--- src/rtl/alu_pkg.sv ---
// Shared definitions for the GCD sequencer and its combinational ALU:
// ALU command encodings, data width and the sequencer state encoding.
package alu_pkg;

    localparam int DATA_W = 16;

    localparam logic [2:0] MODE_BIGGER  = 3'd0;
    localparam logic [2:0] MODE_SMALLER = 3'd1;
    localparam logic [2:0] MODE_MODULO  = 3'd2;
    localparam logic [2:0] MODE_IDLE    = 3'd3;

    typedef enum logic [2:0] {
        S_IDLE  = 3'd0,
        S_MAX   = 3'd1,
        S_MIN   = 3'd2,
        S_CHECK = 3'd3,
        S_MOD   = 3'd4,
        S_DONE  = 3'd5
    } gcd_state_t;

endpackage

--- src/rtl/gcd_alu.sv ---
// Combinational ALU shared with the GCD sequencer: bigger, smaller and modulo.
module gcd_alu
    import alu_pkg::*;
(
    input  logic [2:0]        mode_i,
    input  logic [DATA_W-1:0] op_a_i,
    input  logic [DATA_W-1:0] op_b_i,
    output logic [DATA_W-1:0] res_o
);

    always_comb begin
        res_o = '0;
        case (mode_i)
            MODE_BIGGER:  res_o = (op_a_i > op_b_i) ? op_a_i : op_b_i;
            MODE_SMALLER: res_o = (op_a_i < op_b_i) ? op_a_i : op_b_i;
            // The sequencer never divides by zero; return the dividend so the output stays defined.
            MODE_MODULO:  res_o = (op_b_i == '0) ? op_a_i : (op_a_i % op_b_i);
            default:      res_o = '0;
        endcase
    end

endmodule

--- src/rtl/gcd_top.sv ---
// Wrapper pairing the GCD sequencer with its dedicated ALU instance.
// With GCD_CTRL_ITER_CNT_EN defined the iteration count is exposed as iter_cnt_o.
module gcd_top
    import alu_pkg::*;
#(
    parameter  int MAX_ITER = 24,
    localparam int ITER_W   = $clog2(MAX_ITER + 1)
) (
    input  logic              clk_i,
    input  logic              rst_i,
    input  logic              start_i,
    input  logic [DATA_W-1:0] a_i,
    input  logic [DATA_W-1:0] b_i,
    output logic              ready_o,
    output logic [DATA_W-1:0] gcd_o,
    output logic              err_o,
    output logic              valid_o,
    input  logic              res_ready_i
`ifdef GCD_CTRL_ITER_CNT_EN
    ,
    output logic [ITER_W-1:0] iter_cnt_o
`endif
);

    logic [2:0]        alu_mode;
    logic [DATA_W-1:0] op_a;
    logic [DATA_W-1:0] op_b;
    logic [DATA_W-1:0] alu_res;

    gcd_ctrl #(
        .MAX_ITER(MAX_ITER)
    ) u_ctrl (
        .clk_i      (clk_i),
        .rst_i      (rst_i),
        .start_i    (start_i),
        .a_i        (a_i),
        .b_i        (b_i),
        .ready_o    (ready_o),
        .gcd_o      (gcd_o),
        .err_o      (err_o),
        .valid_o    (valid_o),
        .res_ready_i(res_ready_i),
        .alu_mode_o (alu_mode),
        .op_a_o     (op_a),
        .op_b_o     (op_b),
        .alu_res_i  (alu_res)
`ifdef GCD_CTRL_ITER_CNT_EN
        ,
        .iter_cnt_o (iter_cnt_o)
`endif
    );

    gcd_alu u_alu (
        .mode_i (alu_mode),
        .op_a_i (op_a),
        .op_b_i (op_b),
        .res_o  (alu_res)
    );

endmodule

--- src/rtl/gcd_ctrl.sv ---
// Euclid GCD sequencer driving an external combinational ALU, one operation per cycle.
// Optional GCD_CTRL_ITER_CNT_EN adds iter_cnt_o reporting the final modulo-iteration count.
module gcd_ctrl
    import alu_pkg::*;
#(
    parameter  int MAX_ITER = 24,
    localparam int ITER_W   = $clog2(MAX_ITER + 1)
) (
    input  logic              clk_i,
    input  logic              rst_i,
    input  logic              start_i,
    input  logic [DATA_W-1:0] a_i,
    input  logic [DATA_W-1:0] b_i,
    output logic              ready_o,
    output logic [DATA_W-1:0] gcd_o,
    output logic              err_o,
    output logic              valid_o,
    input  logic              res_ready_i,
    output logic [2:0]        alu_mode_o,
    output logic [DATA_W-1:0] op_a_o,
    output logic [DATA_W-1:0] op_b_o,
    input  logic [DATA_W-1:0] alu_res_i
`ifdef GCD_CTRL_ITER_CNT_EN
    ,
    output logic [ITER_W-1:0] iter_cnt_o
`endif
);

    gcd_state_t        state_reg, state_next;
    logic [DATA_W-1:0] a_reg, a_next;
    logic [DATA_W-1:0] b_reg, b_next;
    logic [DATA_W-1:0] x_reg, x_next;
    logic [DATA_W-1:0] y_reg, y_next;
    logic [ITER_W-1:0] iter_reg, iter_next;
    logic [DATA_W-1:0] gcd_reg, gcd_next;
    logic              err_reg, err_next;

    always_ff @(posedge clk_i) begin
        if (rst_i) begin
            state_reg <= S_IDLE;
            a_reg     <= '0;
            b_reg     <= '0;
            x_reg     <= '0;
            y_reg     <= '0;
            iter_reg  <= '0;
            gcd_reg   <= '0;
            err_reg   <= 1'b0;
        end else begin
            state_reg <= state_next;
            a_reg     <= a_next;
            b_reg     <= b_next;
            x_reg     <= x_next;
            y_reg     <= y_next;
            iter_reg  <= iter_next;
            gcd_reg   <= gcd_next;
            err_reg   <= err_next;
        end
    end

    always_comb begin
        state_next = state_reg;
        a_next     = a_reg;
        b_next     = b_reg;
        x_next     = x_reg;
        y_next     = y_reg;
        iter_next  = iter_reg;
        gcd_next   = gcd_reg;
        err_next   = err_reg;
        alu_mode_o = MODE_IDLE;
        op_a_o     = '0;
        op_b_o     = '0;
        ready_o    = 1'b0;
        valid_o    = 1'b0;

        case (state_reg)
            S_IDLE: begin
                ready_o = 1'b1;
                if (start_i) begin
                    a_next     = a_i;
                    b_next     = b_i;
                    iter_next  = '0;
                    state_next = S_MAX;
                end
            end
            S_MAX: begin
                alu_mode_o = MODE_BIGGER;
                op_a_o     = a_reg;
                op_b_o     = b_reg;
                x_next     = alu_res_i;
                state_next = S_MIN;
            end
            S_MIN: begin
                alu_mode_o = MODE_SMALLER;
                op_a_o     = a_reg;
                op_b_o     = b_reg;
                y_next     = alu_res_i;
                state_next = S_CHECK;
            end
            S_CHECK: begin
                // x is the larger operand, so x==0 means both inputs were zero.
                if (x_reg == '0) begin
                    gcd_next   = '0;
                    err_next   = 1'b1;
                    state_next = S_DONE;
                end else if (y_reg == '0) begin
                    gcd_next   = x_reg;
                    err_next   = 1'b0;
                    state_next = S_DONE;
                end else if (iter_reg == ITER_W'(MAX_ITER)) begin
                    gcd_next   = '0;
                    err_next   = 1'b1;
                    state_next = S_DONE;
                end else begin
                    state_next = S_MOD;
                end
            end
            S_MOD: begin
                alu_mode_o = MODE_MODULO;
                op_a_o     = x_reg;
                op_b_o     = y_reg;
                x_next     = y_reg;
                y_next     = alu_res_i;
                iter_next  = iter_reg + ITER_W'(1);
                state_next = S_CHECK;
            end
            S_DONE: begin
                valid_o = 1'b1;
                // A start in the same cycle is deliberately not accepted here.
                if (res_ready_i) begin
                    state_next = S_IDLE;
                end
            end
            default: begin
                state_next = S_IDLE;
            end
        endcase
    end

    assign gcd_o = gcd_reg;
    assign err_o = err_reg;

`ifdef GCD_CTRL_ITER_CNT_EN
    logic [ITER_W-1:0] iter_cnt_reg;

    always_ff @(posedge clk_i) begin
        if (rst_i) begin
            iter_cnt_reg <= '0;
        end else if (state_reg == S_CHECK && state_next == S_DONE) begin
            iter_cnt_reg <= iter_reg;
        end
    end

    assign iter_cnt_o = iter_cnt_reg;
`endif

endmodule
--- config.mk ---
export PLATFORM = sky130hd
export DESIGN_NAME = gcd_top
export DESIGN_NICKNAME = d
export VERILOG_FILES = /design/src/rtl/alu_pkg.sv /design/src/rtl/gcd_alu.sv /design/src/rtl/gcd_top.sv /design/src/rtl/gcd_ctrl.sv
export SDC_FILE = /design/constraint.sdc
export NUM_CORES = 1
export LEC_CHECK = 0
export ABC_AREA = 1
export BUFFER_PORTS_ARGS = -buffer_cell sky130_fd_sc_hd__buf_2
export CORE_MARGIN = 2
export CORE_UTILIZATION = 41
export CTS_BUF_LIST = sky130_fd_sc_hd__clkbuf_4 sky130_fd_sc_hd__clkbuf_8
export CTS_CLUSTER_SIZE = 24
export DETAILED_ROUTE_END_ITERATION = 6
export GPL_ROUTABILITY_DRIVEN = 0
export SLEW_MARGIN = 5
export SYNTH_ARGS = -nofsm -noshare
export SYNTH_HDL_FRONTEND = slang
export SYNTH_SLANG_ARGS = --single-unit
--- constraint.sdc ---
create_clock -name clk_i -period 76.7 [get_ports clk_i]
set_input_delay 7.67 -clock clk_i [delete_from_list [all_inputs] [get_ports clk_i]]
set_output_delay 7.67 -clock clk_i [all_outputs]
set_load 0.01 [all_outputs]
**Word-level counts from Yosys, hierarchy flattened**

Index checks and enable logic that the tools add are counted.

- Add/subtract/negate cells: 1
- Multipliers: 0
- Div/mod/pow operators: 1
- Magnitude comparators: 2
- Equality and inequality tests: 10
- Shifts and indexed selects: 0
- Multiplexer cells: 24
- Bitwise operators: 0
- Reductions and logical operators: 14

Operators by type and width:

| kind | count |
|---|---|
| 2-to-1 mux 16 bit | 6 |
| one-hot mux 16 bit (2 select lines) | 3 |
| logical NOT 16 bit | 3 |
| one-hot mux 16 bit (3 select lines) | 1 |
| greater-than comparator 16 bit | 1 |
| < comparator 16 bit | 1 |
| modulo 16 x 16 -> 16 bit | 1 |
| one-hot mux 3 bit (5 select lines) | 1 |
| 2-to-1 mux 3 bit | 4 |
| one-hot mux 5 bit (2 select lines) | 1 |
| AND reduction 2 bit | 4 |
| equality test 3 x 2 -> 1 bit, second input constant | 2 |
| equality test 3 bit, second input constant | 2 |
| logical NOT 3 bit | 2 |
| 2-to-1 mux 1 bit | 6 |
| one-hot mux 2 bit (3 select lines) | 1 |
| adder 5 x 1 -> 5 bit, second input constant | 1 |
| equality test 5 bit, second input constant | 1 |
| 2-to-1 mux 5 bit | 1 |
| inequality test 2 bit, second input constant | 2 |
| nonzero test 2 bit | 2 |
| OR reduction 2 bit | 2 |
| equality test 3 x 1 -> 1 bit, second input constant | 1 |
| nonzero test 3 bit | 1 |
| other kinds (2) | 2 |

- Register bits after elaboration: 89
- Latch bits: 0
- Memory bits (writable): 0
- Bits in read-only memories: 0
- Input bits: 36
- Output and inout bits: 19
- Word-level logic and storage cells: 60
- Memories: 0

**Depth between registers and ports, before layout**

Gate-level depths: netlist (run 1).

- Depth in word-level cells: 7
- Depth in mapped cells: 256
- Mapped depth without buffers: 250

**Hierarchy**

A second synthesis (run 1) with hierarchy kept.

- Cells, all modules: 1,968
- Area total of the unflattened synthesis: 12,449.4 um^2

Modules (own cells, without submodules):

| module | times used | cells each | area an instance (um^2) | sequential area each (um^2) |
|---|---|---|---|---|
| gcd_alu | 1 | 1,449 | 8,597.0 | 0.0 |
| gcd_ctrl | 1 | 519 | 3,852.4 | 1,781.7 |

**Worst setup path after synthesis (run 1)**

No wires, ideal clock.

- Path kind: register -> register
- Start: reg u_ctrl.state_reg[0]
- End: reg u_ctrl.y_reg[1]
- Setup time: 0.116 ns
- Data arrival time: 28.172 ns
- Required time: 76.584 ns
- Path slack: 48.413 ns
- Cell stages (with the launch flop): 249
- Path buffers: 8
- Clock period less this slack: 28.287 ns
- Cells stage by stage: dfxtp_1 -> nor2_1 -> nand2_4 -> clkbuf_1 -> buf_1 -> nor2_1 -> a21oi_1 -> ha_1 -> o21ai_0 -> nor2_1 -> nand4_1 -> nand2_1 -> ha_1 -> a21oi_1 -> nand3b_1 -> nor2_1 -> nand2_1 -> nand2_1 -> [213 not listed] -> a21oi_1 -> o21ai_0 -> nand3_1 -> nand2_1 -> nand3_1 -> nand2_1 -> nand3_1 -> nand2_1 -> a21oi_1 -> o21ai_0 -> a21oi_1 -> o21bai_1 -> nor2_1 -> inv_1 -> o21ai_0 -> o221ai_1 -> o21ai_0 -> inv_1

- Cells in the longest elaborated chain, start to end: 6
- Elaborated cells on any way between the ends: 19
- Those cells by class: div: 1; order compare: 2; eq/ne: 5; mux: 7; reduce/logical: 4

RTL lines:

| element | line | RTL |
|---|---|---|
| from (decl) | gcd_ctrl.sv:29 | `gcd_state_t state_reg, state_next;` |
| from (signal assigned) | gcd_ctrl.sv:49 | `state_reg <= state_next;` |
| equality test 3 x 1 -> 1 bit / equality test 3 x 2 -> 1 bit (equally long branches) | gcd_ctrl.sv:75 | `case (state_reg)` |
| OR reduction 2 bit (no source line) | - |  |
| one-hot mux 16 bit (2 select lines) | gcd_ctrl.sv:75 |  |
| modulo 16 x 16 -> 16 bit, or another cell as far along | gcd_alu.sv:17 | `MODE_MODULO: res_o = (op_b_i == '0) ? op_a_i : (op_a_i % op_b_i);` |
| 2-to-1 mux 16 bit (on tied branches) | gcd_alu.sv:17, gcd_alu.sv:14, gcd_alu.sv:15 |  |
| one-hot mux 16 bit (3 select lines) | gcd_alu.sv:13 | `case (mode_i)` |
| to (signal assigned) | gcd_ctrl.sv:53 | `y_reg <= y_next;` |
| to (decl) | gcd_ctrl.sv:33 | `logic [DATA_W-1:0] y_reg, y_next;` |

Several ways; a longest one is shown, not always the timed one.
A chain may end at the register's enable or synchronous reset.

**Final worst setup path (run 1)**

- Start: reg u_ctrl.state_reg[1]
- End: reg u_ctrl.y_reg[2]

Same word-level chain as after synthesis.

==> flow_summary.yaml, run 1 <==
yosys:
  ys_ff_latch: 89
  synth_top_area_share_pct: 16.9
  synth_ff_type: "dfxtp_1"
  synth.top_cells.by_area: "ha_1, dfxtp_1, nand2_1, inv_1, a21oi_1"
  syn_area_um2: 11300
  syn-mean-instance-area_um2: 6.41
  synth_seq_area_share_pct: 15.8
  yosys.area.top_type: "ha_1"
  syn-instance-count: 1763
  async_flop_share_pct: 0
  synth_fp_nets: 1953
  synth_cell_types: 57
  yosysWarnings: 0
  synth_edf_count: 0
final_layout:
  utilization_pct: 44.8
  fin_area_um2: 12100
  finalNetCount: 1984
  layout-drive-gt1-share_pct: 10.5
  final_common_cell: "nand2_1"
  synthToLayoutAreaGrowth_pct: 7.07
  antenna_cells: 0
  layout_common_cells: "nand2_1, inv_1, ha_1"
  fin_cells: 2140
floorplan:
  io_pins: 55
  start_util_pct: 41.8
  die_x_um: 170
  placementRows: 60
  dieArea_um2: 28900
  dieHeight_um: 170
  core_um2: 27000
worst_setup_path:
  cpMostUsedCell: "nand2_1"
  critPathKind: "register to register"
  critPathMaxFanout: 21
  cp_data_required_time_ns: 76.97
  slowest_delay_ns: 0.59
  crit_arrival_ns: 34.60
  path_delay_family: "simple AND/OR/NAND/NOR gates"
  end_kind: "register"
  cp_slowest_cell: "nand3_1"
  start_kind: "register"
  critPathBufInv: 16
placement:
  dp.cells: 2124
  port_buffers: 54
  placed_area_um2: 11900
  hpwl_mm: 26.8
drt:
  wirelength_mm: 34.8
  wl_per_cell_um: 16.3
  viasPerCell: 5.38
  route.detailed.drc: 0
  ant_nets: 0
  via_count: 11506
  drtIter0Drc: 710
  dr.pass1.iters: 6
sta:
  worstMarginPinSlew_ns: 1.02
  max_freq_mhz: 29.1
  rsz0062_at_grt: "false"
  min_period_over_period_pct: 44.8
  fin_crit_ns: 34.33
  final_max_slew_viol_count: 0
  tns_ns: 0
  hold_viol: 0
  fin_worst_skew_ns: 0.0162
  setup_viol: 0
  slew_headroom_pct: 32.0
global_route:
  grt.overflow.total: 0
  grt_start_max_net_pins: 51
  first_global_vias: 10667
  antenna_found_initial: 0
  grt_pass1_wl_mm: 55.9
  track_usage_pct: 24.1
outcome:
  status: "completed"
cts:
  numCtsBuffers: 9
  cts_resized: 0
  tritoncts: "built"
  cts_root_buffer: "clkbuf_8"
  htreeDepth: 3
  hold_buffers: 0
  clkLatencyLatePin_ns: 0.37
  clockBufferDepth: 2
  post_cts_buffers: 0
  clock-sinks: 89
  clk_pin_slew_ns: 0.11
hold_path:
  hold_class: "register to register"
flow_run:
  drv_cap: 0
-- logic make-up (layout without fill, tap and decap cells) --
group | Yosys count | in the layout | synth area share (%)
flip-flops | 89 | 89 | 15.8
XOR/XNOR | 82 | 82 | 6.35
AO/OA/AOI/OAI | 382 | 382 | 20.3
buffers and inverters | 290 | 326 | 10.0
adder cells (fa/ha/maj) | 154 | 154 | 17.1
multiplexers | 1 | 1 | 0.0885
AND/OR/NAND/NOR | 765 | 765 | 30.4
-- worst register-to-register path: cells and delay by family, from the launching register on --
family | cells | cell delay, ns
and+or+nand+nor | 148 | 17.19
AOI/OAI and AO/OA | 64 | 10.00
adders and majority gates | 15 | 4.89
buffers and inverters | 16 | 1.74
DFF | 1 | 0.40
-- layout make-up --
cell class | instances | area (µm²)
clock buffer | 9 | 124
timing repair buffer | 69 | 383
inverter | 241 | 907
multi-input combinational | 1384 | 8400
clock inverter | 7 | 87.6
fill | 2900 | 14900
sequential | 89 | 1780
tap | 341 | 427
-- layer usage --
metal | track usage [%] | routed length (µm) | up-vias | part of all wire, %
li1 | - | - | 5955 | -
met5 | 0 | 0 | - | 0
met3 | 2.14 | 1900 | 73 | 5.5
met2 | 38.6 | 14900 | 342 | 43
met4 | 9.10 | 1300 | 0 | 3.7
met1 | 33.6 | 16700 | 5136 | 48
-- stage by stage --
stage	hold slack, ns	setup WS, ns
3_3_place_gp	0.449	43.36
5_1_grt	0.483	37.93
6_report	0.465	42.37
3_5_place_dp	0.451	42.77
2_1_floorplan	0.430	48.41
4_1_cts	0.468	42.63
-- worst paths after layout --
check / startpoint / endpoint / slack (ns) / cells after the start
worst min-delay path: u_ctrl.gcd_o[1] / u_ctrl.gcd_o[1] / 0.46 / 2
worst min register to register: u_ctrl.gcd_o[1] / u_ctrl.gcd_o[1] / 0.46 / 2
worst max register to register: u_ctrl.state_reg[1] / u_ctrl.y_reg[2] / 42.37 / 243
worst max-delay path: u_ctrl.state_reg[1] / u_ctrl.y_reg[2] / 42.37 / 243
-- Yosys cell counts (all sizes together), types with 2 or more instances --
master and number:
nand3b 8, nand2 441, or2 24, o21bai 17
nor3 14, a21o 14, nor4 8, dfxtp 89
a221oi 3, clkbuf 30, nand3 122, o211ai 5
inv 239, buf 19, a211oi 4, and2 10
o22ai 22, xnor2 42, xor2 40, a221o 2
nand4 16, a21oi 119, clkinv 2, a22oi 25
ha 153, a31oi 17, o221ai 4, nor2 120
o21ai 143, o31ai 4
Power of run 1 is not shown: default switching activity piles up to over one toggle a cycle in this logic, so the estimate is an artifact.
==> inputs of run 2 (changes only) <==
- clock period: 76.7 -> 29.5 ns (I/O delays scaled with it)
==> run 2 against run 1 <==
Effect of this change: setup slack worse by 41 ns; hold slack worse by 0.0011 ns; count of clock-buffer cells in the layout unchanged; die area unchanged; register-to-register slack worse by 41 ns; final area up 14%; clock skew about the same; critical path depth up 4; critical endpoint unchanged; largest cell class unchanged.
==> flow_summary.yaml, run 2 (synthesis results as in run 1) <==
outcome:
  status: "completed"
drt:
  ant_nets: 0
  via_count: 12191
  drtIter0Drc: 917
  viasPerCell: 5.41
  wirelength_mm: 38.5
  dr.pass1.iters: 6
  wl_per_cell_um: 17.1
  route.detailed.drc: 0
sta:
  worstMarginPinSlew_ns: 0.999
  slew_headroom_pct: 33.2
  fin_crit_ns: 27.64
  min_period_over_period_pct: 93.7
  max_freq_mhz: 36.2
  hold_ws_ns: 0.464
  final_max_slew_viol_count: 0
  hold_viol: 0
  fin_worst_skew_ns: 0.0163
  fin_ws_ns: 1.86
  setup_viol: 0
final_layout:
  final_common_cell: "nand2_1"
  multi_input_area_um2: 9090
  antenna_cells: 0
  seqCellArea_um2: 1790
  fillCellCount: 2698
  finalNetCount: 2097
  layout-drive-gt1-share_pct: 23.3
  utilization_pct: 51.0
  synthToLayoutAreaGrowth_pct: 21.8
  layout_common_cells: "nand2_1, inv_1, ha_1"
worst_setup_path:
  critPathKind: "register to register"
  crit_arrival_ns: 27.91
  slowest_delay_ns: 0.38
  end_kind: "register"
  start_kind: "register"
  cp_data_required_time_ns: 29.77
  cp_slowest_cell: "dfxtp_4"
  critPathMaxFanout: 8
  cpMostUsedCell: "nand2_1"
cts:
  clk_pin_slew_ns: 0.11
  clock-sinks: 89
  htreeDepth: 3
  cts_root_buffer: "clkbuf_8"
  clkLatencyLatePin_ns: 0.37
  clockBufferDepth: 2
  hold_buffers: 0
  numCtsBuffers: 9
  tritoncts: "built"
floorplan:
  placementRows: 60
  dieArea_um2: 28900
  core_um2: 27000
  io_pins: 55
  start_util_pct: 41.8
  die_x_um: 170
  dieHeight_um: 170
global_route:
  grt_start_max_net_pins: 51
  met2_usage_pct: 40.5
  grt_pass1_wl_mm: 57.8
  met3_usage_pct: 3.30
  grt_use_met1_pct: 35.2
  grt.overflow.total: 0
  first_global_vias: 10832
  grt_most_used_layer: "met2"
  track_usage_pct: 25.2
  antenna_found_initial: 0
placement:
  place_ws_ns: -0.312
  port_buffers: 54
  hpwl_mm: 28.3
flow_run:
  drv_cap: 0
hold_path:
  hold_class: "register to register"
==> run 2: cell types whose count changed in the layout (fill, tap and decap cells not counted), moves of 6 or more <==
cell,previous run,this run
inv_1,229,217
a21oi_1,115,104
ha_1,153,138
nand2_1,418,365
buf_6,0,9
o21bai_1,17,11
a21oi_2,2,12
o21ai_2,22,43
ha_4,0,15
inv_2,9,16
buf_4,15,113
nor2_1,113,104
nand2_2,18,68
o21ai_0,99,78
==> run 2: area by class of cell <==
cell class,instances,area share (%)
clock buffers,9,0.900
clock inverters,7,0.781
inverters,241,6.77
multi-input cells,1385,66.0
flip-flops and latches,89,13.0
well taps,341,3.10
repair buffers,180,9.37
repair inverters,1,0.0636
==> run 2: repair_timing <==
| action | in CTS | in global routing |
|---|---|---|
| endpoints found under the setup margin | 16 | 16 |
| pin swaps | 0 | 103 |
| resized for setup | 10 | 203 |
| cloned | 0 | 2 |
| setup buffers | 0 | 76 |
==> run 2: path summary, 6_finish.rpt <==
check             slack (ns)  depth (start not counted)                 from              end
setup / recovery        1.86                        247  u_ctrl.state_reg[0]  u_ctrl.y_reg[2]
hold / removal          0.46                          2      u_ctrl.gcd_o[6]  u_ctrl.gcd_o[6]
setup reg to reg        1.86                        247  u_ctrl.state_reg[0]  u_ctrl.y_reg[2]
hold reg to reg         0.46                          2      u_ctrl.gcd_o[6]  u_ctrl.gcd_o[6]
==> run 2: per-stage QoR <==
step	TNS [ns]	instances	instance area, µm²
CTS	0	2175	12400
finish	0	2253	13800
detailed placement	-3.00	2159	12200
floorplan	0	1763	11300
global route	-8.97	2253	13800
global placement	0	2159	12200
==> run 2: layer usage <==
layer / part of all wire (%) / up-vias
met4: 3.1 / 0
met3: 6.2 / 87
met2: 45 / 419
met1: 46 / 5508
li1: - / 6177
met5: 0 / -
==> run 2: critical path: cells and delay by family (launching register included) <==
kind / cells / cell delay, ns
AOI/OAI and AO/OA: 66 / 8.35
adders and majority gates: 16 / 4.58
buffers and inverters: 17 / 1.44
DFF: 1 / 0.38
and+or+nand+nor: 148 / 12.73
Power of run 2 is left out for the same reason.
==> inputs of run 3 (changes only) <==
- CORE_UTILIZATION: 41 -> 50
- PLACE_DENSITY: default -> 0.7
==> run 3 against run 2 <==
Effect of this change: final area decreased by 2.5%; flip-flop and latch count stayed put; wire length decreased by 5.9%; via count up 1.5%; critical path depth fell by 3; cell count shrank 3.5%.
==> flow_summary.yaml, run 3 (synthesis results as in run 1) <==
cts:
  htreeDepth: 3
  clock-sinks: 89
  numCtsBuffers: 9
  tritoncts: "built"
  clk_pin_slew_ns: 0.10
  clkLatencyLatePin_ns: 0.37
  cts_root_buffer: "clkbuf_8"
  clockBufferDepth: 2
global_route:
  grt_start_max_net_pins: 51
  track_usage_pct: 28.6
  met2_usage_pct: 46.3
  grt_most_used_layer: "met2"
  first_global_vias: 10783
  met3_usage_pct: 2.86
  antenna_found_initial: 0
  grt.overflow.total: 0
  grt_pass1_wl_mm: 55.5
  grt_use_met1_pct: 39.8
sta:
  fin_crit_ns: 27.63
  hold_ws_ns: 0.464
  final_max_slew_viol_count: 0
  setup_viol: 0
  hold_viol: 0
  worstMarginPinSlew_ns: 1.05
  max_freq_mhz: 36.2
  min_period_over_period_pct: 93.6
  fin_worst_skew_ns: 0.0162
  slew_headroom_pct: 30.0
floorplan:
  placementRows: 55
  dieArea_um2: 23800
  dieHeight_um: 154
  die_x_um: 154
  start_util_pct: 50.4
  io_pins: 55
  core_um2: 22400
drt:
  ant_nets: 0
  viasPerCell: 5.69
  via_count: 12378
  route.detailed.drc: 0
  wirelength_mm: 36.2
  dr.pass1.iters: 5
  drtIter0Drc: 927
  wl_per_cell_um: 16.6
worst_setup_path:
  cpMostUsedCell: "nand2_1"
  start_kind: "register"
  crit_arrival_ns: 27.91
  critPathMaxFanout: 16
  cp_slowest_cell: "dfxtp_4"
  slowest_delay_ns: 0.38
  critPathKind: "register to register"
  end_kind: "register"
  critPathBufInv: 17
  cp_data_required_time_ns: 29.78
  path_delay_family: "simple AND/OR/NAND/NOR gates"
flow_run:
  drv_cap: 0
final_layout:
  final_common_cell: "nand2_1"
  synthToLayoutAreaGrowth_pct: 18.8
  layout_common_cells: "nand2_1, inv_1, ha_1"
  finalNetCount: 2074
  antenna_cells: 0
  fillCellCount: 2087
  layout-drive-gt1-share_pct: 21.9
placement:
  hpwl_mm: 26.5
  port_buffers: 54
outcome:
  status: "completed"
hold_path:
  hold_class: "register to register"
==> run 3: cell types whose count changed in the layout (fill, tap and decap cells not counted), moves of 4 or more <==
| cell | delta |
|---|---|
| nand2_1 | +5 |
| a21oi_1 | -5 |
| a21oi_2 | +6 |
| o21ai_2 | -6 |
| buf_4 | -21 |
| o21bai_2 | +4 |
| nand2_2 | -5 |
==> run 3: path summary, 6_finish.rpt <==
path	from	end	slack, ns	cells past startpoint
worst max-delay path	u_ctrl.state_reg[0]	u_ctrl.y_reg[2]	1.87	244
worst min-delay path	u_ctrl.gcd_o[0]	u_ctrl.gcd_o[0]	0.46	2
worst max register to register	u_ctrl.state_reg[0]	u_ctrl.y_reg[2]	1.87	244
worst min register to register	u_ctrl.gcd_o[0]	u_ctrl.gcd_o[0]	0.46	2
==> run 3: what timing repair did <==
action,4_1_cts,5_1_grt
endpoints found under the setup margin,16,16
buffers inserted,2,64
gates cloned,0,1
hold buffers,0,0
pin swaps,0,84
resized for setup,10,186
==> run 3: area by class of cell <==
type | instances | area (µm²) | share of cell area [%]
repair buffers | 158 | 1130 | 8.41
multi-input cells | 1385 | 9040 | 67.3
well taps | 285 | 357 | 2.65
flip-flops and latches | 89 | 1790 | 13.3
inverters | 241 | 925 | 6.88
clock inverters | 7 | 67.6 | 0.503
clock buffers | 9 | 124 | 0.922
==> run 3: per-layer routing <==
layer / vias to the layer above / wire length, µm
li1: 6147 / -
met1: 5621 / 16100
met2: 498 / 16000
met3: 112 / 2600
met4: 0 / 1440
met5: - / 0
==> run 3: worst min-delay path, delay by kind of cell (launching register included) <==
family,cells,cell delay (ns)
compound gates,1,0.05
flops,1,0.32
simple gates,1,0.06
==> run 3: stage by stage <==
stage                     setup slack [ns]  utilization [%]  area, µm²  cells  setup TNS, ns
after CTS                           0.0620             54.5      12200   2109              0
final                                 1.87             59.9      13400   2174              0
after floorplan                       1.21                -      11300   1763              0
after global placement               0.127             53.5      12000   2091              0
after detailed placement            -0.463             53.5      12000   2091          -6.06
after global routing                -0.320             59.9      13400   2174          -4.39
Power of run 3 is left out for the same reason.
